[src/rtl/udp_pkg.sv]
// Shared widths, FSM encodings and helpers for the UDP receive port dispatcher.
package udp_pkg;

    localparam int UDP_PORT_W = 16;
    localparam int UDP_LEN_W  = 16;
    localparam int BYTE_CNT_W = 17;
    localparam int KEEP_MAX   = 64;
    localparam int POP_W      = 7;
    localparam int CH_IDX_W   = 3;

    localparam logic [1:0] ST_IDLE  = 2'd0;
    localparam logic [1:0] ST_MATCH = 2'd1;
    localparam logic [1:0] ST_FWD   = 2'd2;
    localparam logic [1:0] ST_DROP  = 2'd3;

    // Callers zero-extend their keep vector to KEEP_MAX bits.
    function automatic logic [POP_W-1:0] popcount_keep(input logic [KEEP_MAX-1:0] keep);
        logic [POP_W-1:0] n;
        n = '0;
        for (int i = 0; i < KEEP_MAX; i++) begin
            n = n + POP_W'(keep[i]);
        end
        return n;
    endfunction

endpackage

[src/rtl/udp_port_match.sv]
// Combinational port matcher: picks the lowest enabled channel whose
// configured port equals the packet's destination port.
module udp_port_match
    import udp_pkg::*;
#(
    parameter int NUM_CH = 4
) (
    input  logic [NUM_CH*UDP_PORT_W-1:0] i_cfg_port,
    input  logic [NUM_CH-1:0]            i_cfg_en,
    input  logic [UDP_PORT_W-1:0]        i_port,
    output logic                         o_hit,
    output logic [CH_IDX_W-1:0]          o_idx
);

    logic [NUM_CH-1:0] w_eq;

    always_comb begin
        w_eq = '0;
        for (int i = 0; i < NUM_CH; i++) begin
            w_eq[i] = i_cfg_en[i] && (i_cfg_port[i*UDP_PORT_W +: UDP_PORT_W] == i_port);
        end
    end

    // Scan from the top so the lowest matching index is written last.
    always_comb begin
        o_hit = 1'b0;
        o_idx = '0;
        for (int i = NUM_CH - 1; i >= 0; i--) begin
            if (w_eq[i]) begin
                o_hit = 1'b1;
                o_idx = CH_IDX_W'(i);
            end
        end
    end

endmodule

[src/rtl/udp_rx_port_dispatch.sv]
// Steers UDP payloads to one of NUM_CH consumers by destination port, checks
// payload length against the header and keeps drop / length-error statistics.
//
//   state | meaning
//   IDLE  | waiting for a header descriptor
//   MATCH | one cycle: compare latched port against config
//   FWD   | pass payload through to the selected channel
//   DROP  | consume and discard payload of an unmatched packet
module udp_rx_port_dispatch
    import udp_pkg::*;
#(
    parameter int NUM_CH = 4,
    parameter int DATA_W = 32,
    parameter int CNT_W  = 32
) (
    input  logic                         clk,
    input  logic                         rst,
    input  logic                         s_hdr_tvalid,
    output logic                         s_hdr_tready,
    input  logic [UDP_PORT_W-1:0]        s_hdr_dst_port,
    input  logic [UDP_LEN_W-1:0]         s_hdr_len,
    input  logic [DATA_W-1:0]            s_axis_tdata,
    input  logic [DATA_W/8-1:0]          s_axis_tkeep,
    input  logic                         s_axis_tlast,
    input  logic                         s_axis_tvalid,
    output logic                         s_axis_tready,
    input  logic [NUM_CH*UDP_PORT_W-1:0] cfg_port,
    input  logic [NUM_CH-1:0]            cfg_en,
    output logic [DATA_W-1:0]            m_axis_tdata,
    output logic [DATA_W/8-1:0]          m_axis_tkeep,
    output logic                         m_axis_tlast,
    output logic [NUM_CH-1:0]            m_axis_tvalid,
    input  logic [NUM_CH-1:0]            m_axis_tready,
    output logic [CH_IDX_W-1:0]          active_ch,
    output logic                         busy,
    output logic                         len_err,
    output logic [CNT_W-1:0]             drop_cnt,
    output logic [CNT_W-1:0]             len_err_cnt
);

    localparam int KEEP_W = DATA_W / 8;

    logic [1:0]            r_state;
    logic [UDP_PORT_W-1:0] r_dst_port;
    logic [UDP_LEN_W-1:0]  r_len;
    logic [BYTE_CNT_W-1:0] r_byte_cnt;
    logic [CH_IDX_W-1:0]   r_active_ch;
    logic                  r_len_err;
    logic [CNT_W-1:0]      r_drop_cnt;
    logic [CNT_W-1:0]      r_len_err_cnt;

    logic                  w_hit;
    logic [CH_IDX_W-1:0]   w_idx;
    logic                  w_ch_ready;
    logic                  w_beat_fire;
    logic [KEEP_MAX-1:0]   w_keep_ext;
    logic [POP_W-1:0]      w_pop;
    logic [BYTE_CNT_W:0]   w_sum;
    logic [BYTE_CNT_W-1:0] w_byte_next;
    logic                  w_len_bad;

    udp_port_match #(
        .NUM_CH (NUM_CH)
    ) u_match (
        .i_cfg_port (cfg_port),
        .i_cfg_en   (cfg_en),
        .i_port     (r_dst_port),
        .o_hit      (w_hit),
        .o_idx      (w_idx)
    );

    always_comb begin
        w_ch_ready = 1'b0;
        for (int i = 0; i < NUM_CH; i++) begin
            if (r_active_ch == CH_IDX_W'(i)) begin
                w_ch_ready = m_axis_tready[i];
            end
        end
    end

    always_comb begin
        s_hdr_tready  = (r_state == ST_IDLE);
        s_axis_tready = 1'b0;
        case (r_state)
            ST_FWD:  s_axis_tready = w_ch_ready;
            ST_DROP: s_axis_tready = 1'b1;
            default: s_axis_tready = 1'b0;
        endcase
    end

    // Valid is steered combinationally so forwarding adds no latency.
    always_comb begin
        m_axis_tvalid = '0;
        if (r_state == ST_FWD) begin
            for (int i = 0; i < NUM_CH; i++) begin
                m_axis_tvalid[i] = s_axis_tvalid && (r_active_ch == CH_IDX_W'(i));
            end
        end
    end

    always_comb begin
        w_keep_ext = '0;
        w_keep_ext[KEEP_W-1:0] = s_axis_tkeep;
    end

    assign w_pop       = popcount_keep(w_keep_ext);
    assign w_beat_fire = s_axis_tvalid && s_axis_tready;
    assign w_sum       = {1'b0, r_byte_cnt} + (BYTE_CNT_W+1)'(w_pop);
    // Oversized streams pin the byte count at its maximum instead of wrapping.
    assign w_byte_next = w_sum[BYTE_CNT_W] ? '1 : w_sum[BYTE_CNT_W-1:0];
    assign w_len_bad   = (w_sum != (BYTE_CNT_W+1)'(r_len));

    always_ff @(posedge clk) begin
        if (rst) begin
            r_state       <= ST_IDLE;
            r_dst_port    <= '0;
            r_len         <= '0;
            r_byte_cnt    <= '0;
            r_active_ch   <= '0;
            r_len_err     <= 1'b0;
            r_drop_cnt    <= '0;
            r_len_err_cnt <= '0;
        end else begin
            r_len_err <= 1'b0;
            case (r_state)
                ST_IDLE: begin
                    if (s_hdr_tvalid) begin
                        r_dst_port <= s_hdr_dst_port;
                        r_len      <= s_hdr_len;
                        r_byte_cnt <= '0;
                        r_state    <= ST_MATCH;
                    end
                end
                ST_MATCH: begin
                    if (r_len == '0) begin
                        r_state <= ST_IDLE;
                    end else if (w_hit) begin
                        r_active_ch <= w_idx;
                        r_state     <= ST_FWD;
                    end else begin
                        if (r_drop_cnt != '1) begin
                            r_drop_cnt <= r_drop_cnt + CNT_W'(1);
                        end
                        r_state <= ST_DROP;
                    end
                end
                ST_FWD: begin
                    if (w_beat_fire) begin
                        r_byte_cnt <= w_byte_next;
                        if (s_axis_tlast) begin
                            if (w_len_bad) begin
                                r_len_err <= 1'b1;
                                if (r_len_err_cnt != '1) begin
                                    r_len_err_cnt <= r_len_err_cnt + CNT_W'(1);
                                end
                            end
                            r_state <= ST_IDLE;
                        end
                    end
                end
                ST_DROP: begin
                    if (w_beat_fire && s_axis_tlast) begin
                        r_state <= ST_IDLE;
                    end
                end
                default: r_state <= ST_IDLE;
            endcase
        end
    end

    assign m_axis_tdata = s_axis_tdata;
    assign m_axis_tkeep = s_axis_tkeep;
    assign m_axis_tlast = s_axis_tlast;
    assign active_ch    = r_active_ch;
    assign busy         = (r_state != ST_IDLE);
    assign len_err      = r_len_err;
    assign drop_cnt     = r_drop_cnt;
    assign len_err_cnt  = r_len_err_cnt;

endmodule
[config.mk]
export PLATFORM = sky130hd
export DESIGN_NAME = udp_rx_port_dispatch
export DESIGN_NICKNAME = d
export VERILOG_FILES = /design/src/rtl/udp_pkg.sv /design/src/rtl/udp_port_match.sv /design/src/rtl/udp_rx_port_dispatch.sv
export SDC_FILE = /design/constraint.sdc
export NUM_CORES = 1
export LEC_CHECK = 0
export ABC_CLOCK_PERIOD_IN_PS = 12400
export BUFFER_PORTS_ARGS = -buffer_cell sky130_fd_sc_hd__buf_4
export CAP_MARGIN = 20
export CORE_UTILIZATION = 40
export CTS_CLUSTER_SIZE = 28
export DETAILED_ROUTE_END_ITERATION = 8
export PLACE_DENSITY_LB_ADDON = 0.1
export SLEW_MARGIN = 20
export SYNTH_ARGS = -nofsm -noshare
export SYNTH_HDL_FRONTEND = slang
export SYNTH_SLANG_ARGS = --single-unit
[constraint.sdc]
create_clock -name clk -period 12.4 [get_ports clk]
set_clock_uncertainty 0.2 [all_clocks]
set_input_delay 1.86 -clock clk [delete_from_list [all_inputs] [get_ports clk]]
set_output_delay 1.86 -clock clk [all_outputs]
set_load 0.1 [all_outputs]
==> flow_summary.toml, run 1 <==
[synthesis]
synth_cell_type_count = 57
yosysSeqAreaShare_pct = 32.9
synth_cells = 928
async_reset_ff_share_pct = 0
synthTopCellsByArea = "dfxtp_1, xnor2_1, nand2_1"
synth_seq_cells = 118
synthesis.nets = 1079
synth_top_area_cell = "dfxtp_1"
synth_warnings = 0
syn-cell-area_mm2 = 0.00717
synth_edf_count = 0
dominantRegCellSynth = "dfxtp_1"
syn_area_per_cell_um2 = 7.73
netlist.area_leader.share_pct = 32.9

[route]
totalWireLength_mm = 20.3
dr.pass1.iters = 5
vias = 6772
viasPerCell = 5.28
drc_errors = 0
wl_per_cell_um = 15.9
drt_iter0_drc = 403
ant_nets = 0

[clocking]
cts-root-buf = "clkbuf_16"
cts_max_level = 4
clk_pin_slew_worst_paths_ns = 0.06
clock_path_buffers = 2
clock_latency_ns = 0.42
cts_buffers = 17
cts_setup_buffers = 0
ctsResizeCount = 0
cts_tree = "done"
hold_buffers = 0
cts.sinks = 118

[sta]
tns_ns = 0
max-slew-margin-rel_pct = 44.9
finalMaxSlewViolations = 0
min_period_over_period_pct = 45.9
setup_violations = 0
max_freq_ghz = 0.176
worstMarginPinSlew_ns = 0.827
final.min_clock_period_ns = 5.69
rsz0062_at_grt = "false"
finalHoldViolCount = 0

[worst_setup_path]
critPathMaxFanout = 29
endpoint_kind = "register"
critPathSlowestCell = "or4_4"
crit_buf_inv = 2
ff2ff_path_depth = 11
path_class = "in -> reg"
cpMostUsedCell = "fa_1"
cp_top_family = "simple AND/OR/NAND/NOR gates"
cp.required_ns = 12.48
slowest_delay_ns = 0.67
timing.rr.start = "r_byte_cnt[0]"
rr_endpoint = "len_err_cnt[14]"
arrival_ns = 5.76
crit_cells = 13
rrSetupSlack_ns = 8.45
cp-start-kind = "input port"
path_cells = "buf_4 > fa_1 > fa_1 > inv_1 > fa_1 > nand3b_1 > nor4_1 > mux2i_1 > nand2_1 > or4_4 > nand2_1 > or3_1 > a21oi_1"

[power_and_ir_drop]
finalPower_mw = 1.25
p_per_area_mw_per_mm2 = 138
p_leak_nw = 3.45
ir_worst_vdd_mv = 0.0966

[floorplan]
die_w_um = 136
core_area_mm2 = 0.0174
initial_core_util_pct = 41.2
rows = 48
fp.dieH_um = 136
die_area_mm2 = 0.0185
ios = 257

[min_path]
min-delay-start = "r_len[2]"
hold_depth = 2
hp-class = "reg -> reg"
min_to = "r_len[2]"

[global_routing]
overflow = 0
grt_pass1_wl_mm = 32.1
grt_max_degree = 68
grt_usage_pct = 22.3
grt_pass1_vias = 6198
grt_antenna_before_repair = 0

[cells_and_area]
stdcell_count = 1283
fin_nets = 1196
fillers = 1731
syn_to_final_growth_pct = 26.1
regArea_mm2 = 0.00236
num_antenna_cells = 0
drive_above_1_share_pct = 22.7
multi_input_area_mm2 = 0.00422
most-common-layout-cells = "buf_4, nand2_1, dfxtp_1"
layout_commonest_cell = "buf_4"

[placed_design]
place.gp.congestion = 0.838
hpwl_mm = 14.7
port_buffers = 191
placedCellCount = 1251

[outcome]
status = "complete, no violations"

[job]
maxCapViolations = 0
report_power, final:
| group | switching [mW] | total, mW | leakage (nW) | internal, mW |
|---|---|---|---|---|
| Clock | 0.187 | 0.550 | 0.313 | 0.363 |
| Sequential | 0.0331 | 0.431 | 0.956 | 0.398 |
| Combinational | 0.168 | 0.270 | 2.18 | 0.102 |
layer usage:
layer | vias up | track usage [%] | part of all wire, %
met2 | 176 | 35.5 | 46
met5 | - | 0 | 0
met3 | 29 | 5.11 | 5.5
li1 | 3421 | - | -
met1 | 3146 | 29.4 | 47
met4 | 0 | 8.27 | 2.0
how the worst max path moves through the flow:
| stage | slack (ns) | startpoint | to |
|---|---|---|---|
| floorplan | 6.09 | s_axis_tvalid | m_axis_tvalid[0] |
| global placement | 6.41 | s_axis_tkeep[0] | len_err_cnt[17] |
| detailed placement | 6.34 | s_axis_tkeep[0] | len_err_cnt[16] |
| CTS | 6.77 | s_axis_tkeep[0] | len_err_cnt[14] |
| global route | 6.40 | s_axis_tkeep[0] | len_err_cnt[3] |
| finish | 6.71 | s_axis_tkeep[0] | len_err_cnt[14] |
tightest hold or removal path: stages (launching register included):
cell	delay, ns
dfxtp_1	0.33
nand2_1	0.06
a21oi_1	0.05
layout make-up:
class                      instances  share of cell area, %
clock buffer                      18                   4.86
tap                              225                   3.11
clock inverter                    14                   2.45
multi-input combinational        700                   46.7
inverter                          13                  0.540
timing repair buffer             195                   16.2
sequential                       118                   26.1
sequential cells by signal (all words and copies together) (netlist names):
| register | count |
|---|---|
| r_byte_cnt | 17 |
| drop_cnt | 32 |
| r_len | 16 |
| active_ch | 2 |
| len_err_cnt | 32 |
| r_dst_port | 16 |
| len_err | 1 |
| r_state | 2 |
logic make-up (layout without fill, tap and decap cells):
kind of cell	Yosys count	after routing	share of synthesized area [%]
flops	118	118	32.9
simple gates	419	419	29.8
mux	9	9	1.50
fa+ha+maj	6	6	1.36
other cells	1	1	0.0523
compound gates	156	156	12.5
xor+xnor	109	109	13.7
buf+inv	110	240	8.17
metrics by stage:
| stage | cell area [um2] | util [%] | hold slack [ns] | setup slack (ns) |
|---|---|---|---|---|
| 3_5_place_dp | 8380 | 48.1 | 0.282 | 6.34 |
| 2_1_floorplan | 7170 | - | 0.253 | 6.09 |
| 3_3_place_gp | 8380 | 48.1 | 0.281 | 6.41 |
| 4_1_cts | 9040 | 51.9 | 0.289 | 6.77 |
| 5_1_grt | 9040 | 51.9 | 0.313 | 6.40 |
| 6_report | 9040 | 51.9 | 0.289 | 6.71 |
cells in the mapped netlist, types with 3 or more instances:
cell type / instances
a21oi_1: 77
nor3_1: 31
or4_1: 10
nand2_1: 123
and3_1: 14
and2_1: 10
buf_2: 6
nor2_1: 67
buf_6: 3
and4_1: 7
o21ai_0: 41
nand2b_1: 7
o31ai_1: 6
ha_1: 3
clkbuf_1: 49
mux2_2: 4
nand3b_1: 5
or3_1: 19
a22oi_1: 7
nor3b_1: 3
o211ai_1: 3
buf_4: 38
nand4_1: 41
fa_1: 3
nand3_1: 36
dfxtp_1: 118
mux2i_1: 4
inv_1: 13
nor4_1: 17
xnor2_1: 69
nor2b_1: 17
a211oi_1: 4
xor2_1: 38
a21o_1: 6
Note: power is estimated with default switching activity, not from simulation.
==> inputs of run 2 (changes only) <==
- ABC_CLOCK_PERIOD_IN_PS: 12400 -> 5150
- clock period: 12.4 -> 5.15 ns (I/O delays scaled with it)
==> run 2 against run 1 <==
  * Sequential power rose by 140%
  * Critical path type unchanged
  * Combinational power is 140% higher
  * Critical path depth did not move
  * Design area fell by 0.69%
  * Sequential cell count unchanged
  * Hold slack better by 0.0036 ns
==> flow_summary.toml, run 2 (synthesis results as in run 1) <==
[min_path]
hp-class = "reg -> reg"

[cells_and_area]
num_antenna_cells = 0
syn_to_final_growth_pct = 25.2
drive_above_1_share_pct = 22.7
layout_commonest_cell = "buf_4"
fin_nets = 1198
most-common-layout-cells = "buf_4, nand2_1, dfxtp_1"

[global_routing]
overflow = 0
grt_antenna_before_repair = 0
grt_pass1_wl_mm = 32.3
grt_pass1_vias = 6245
grt_max_degree = 81
grt_usage_pct = 22.5

[worst_setup_path]
endpoint_kind = "register"
critPathMaxFanout = 29
cp-start-kind = "input port"
path_class = "in -> reg"
cp.required_ns = 5.24
arrival_ns = 4.38

[sta]
finalHoldViolCount = 0
setup_violations = 0
max_freq_ghz = 0.233
tns_ns = 0
max-slew-margin-rel_pct = 42.6
setup_ws_ns = 0.862
hold_slack_ns = 0.292
final.min_clock_period_ns = 4.29
finalMaxSlewViolations = 0
rsz0062_at_grt = "false"
worstMarginPinSlew_ns = 0.860
min_period_over_period_pct = 83.3

[route]
wl_met1_mm = 9.39
top_layer = "met4"
ant_nets = 0
totalWireLength_mm = 20.5
vias = 6828
drc_errors = 0
wl_met2_mm = 9.45
dr.pass1.iters = 5
viasPerCell = 5.31
dr_wl_met3_mm = 1.24
drt_iter0_drc = 380
wl_per_cell_um = 16.0

[clocking]
hold_buffers = 0
cts-root-buf = "clkbuf_16"
cts.sinks = 118
ctsResizeCount = 0
cts_setup_buffers = 0
cts_tree = "done"
clk_pin_slew_worst_paths_ns = 0.06
clock_path_buffers = 2
cts_max_level = 4
cts_buffers = 17
clock_latency_ns = 0.42

[placed_design]
place.gp.congestion = 0.845
hpwl_mm = 15.0
preCtsSetupSlack_ns = 0.429
port_buffers = 191

[floorplan]
die_w_um = 136
die_area_mm2 = 0.0185
ios = 257
initial_core_util_pct = 41.2
fp.dieH_um = 136
core_area_mm2 = 0.0174
rows = 48

[power_and_ir_drop]
p_per_area_mw_per_mm2 = 319
p_leak_nw = 3.41
ir_worst_vdd_mv = 0.244

[job]
maxCapViolations = 0

[outcome]
status = "complete, no violations"
==> run 2: per-layer routing <==
metal / GRT usage [%] / vias up
li1: - / 3424
met1: 29.6 / 3169
met5: 0 / -
met4: 8.21 / 0
met2: 36.3 / 201
met3: 4.59 / 34
==> run 2: critical path, cell delays in order <==
cell and delay (ns):
buf_4 0.12, fa_1 0.55, fa_1 0.21, inv_1 0.06, fa_1 0.42, nand3b_1 0.25
nor4_1 0.53, mux2i_1 0.25, nand2_1 0.06, or4_4 0.66, nand2_1 0.28, or3_1 0.15
a21oi_1 0.06
==> run 2: worst paths after layout <==
check                  startpoint  depth (start not counted)               to  slack [ns]
setup / recovery  s_axis_tkeep[0]                         13  len_err_cnt[14]        0.86
hold / removal           r_len[4]                          2         r_len[4]        0.29
setup reg to reg    r_byte_cnt[0]                         11  len_err_cnt[14]        1.49
hold reg to reg          r_len[4]                          2         r_len[4]        0.29
==> run 2: where the power goes <==
group	switching, mW	internal (mW)
combinational	0.405	0.247
clock	0.455	0.713
sequential	0.0810	0.959
==> run 2: final cells by class <==
type / instances / area, um2
clock buffers: 18 / 429
clock inverters: 14 / 154
fillers: 1739 / 8440
inverters: 13 / 48.8
multi-input cells: 700 / 4220
flip-flops and latches: 118 / 2360
well taps: 225 / 282
repair buffers: 197 / 1480
==> run 2: stage by stage <==
stage	total power, mW	cells	util [%]	cell area [um2]
2_1_floorplan	1.63	928	-	7170
3_3_place_gp	1.71	1253	48.2	8390
3_5_place_dp	1.71	1253	48.2	8390
4_1_cts	2.89	1285	51.5	8980
5_1_grt	2.99	1285	51.5	8980
6_report	2.86	1285	51.5	8980
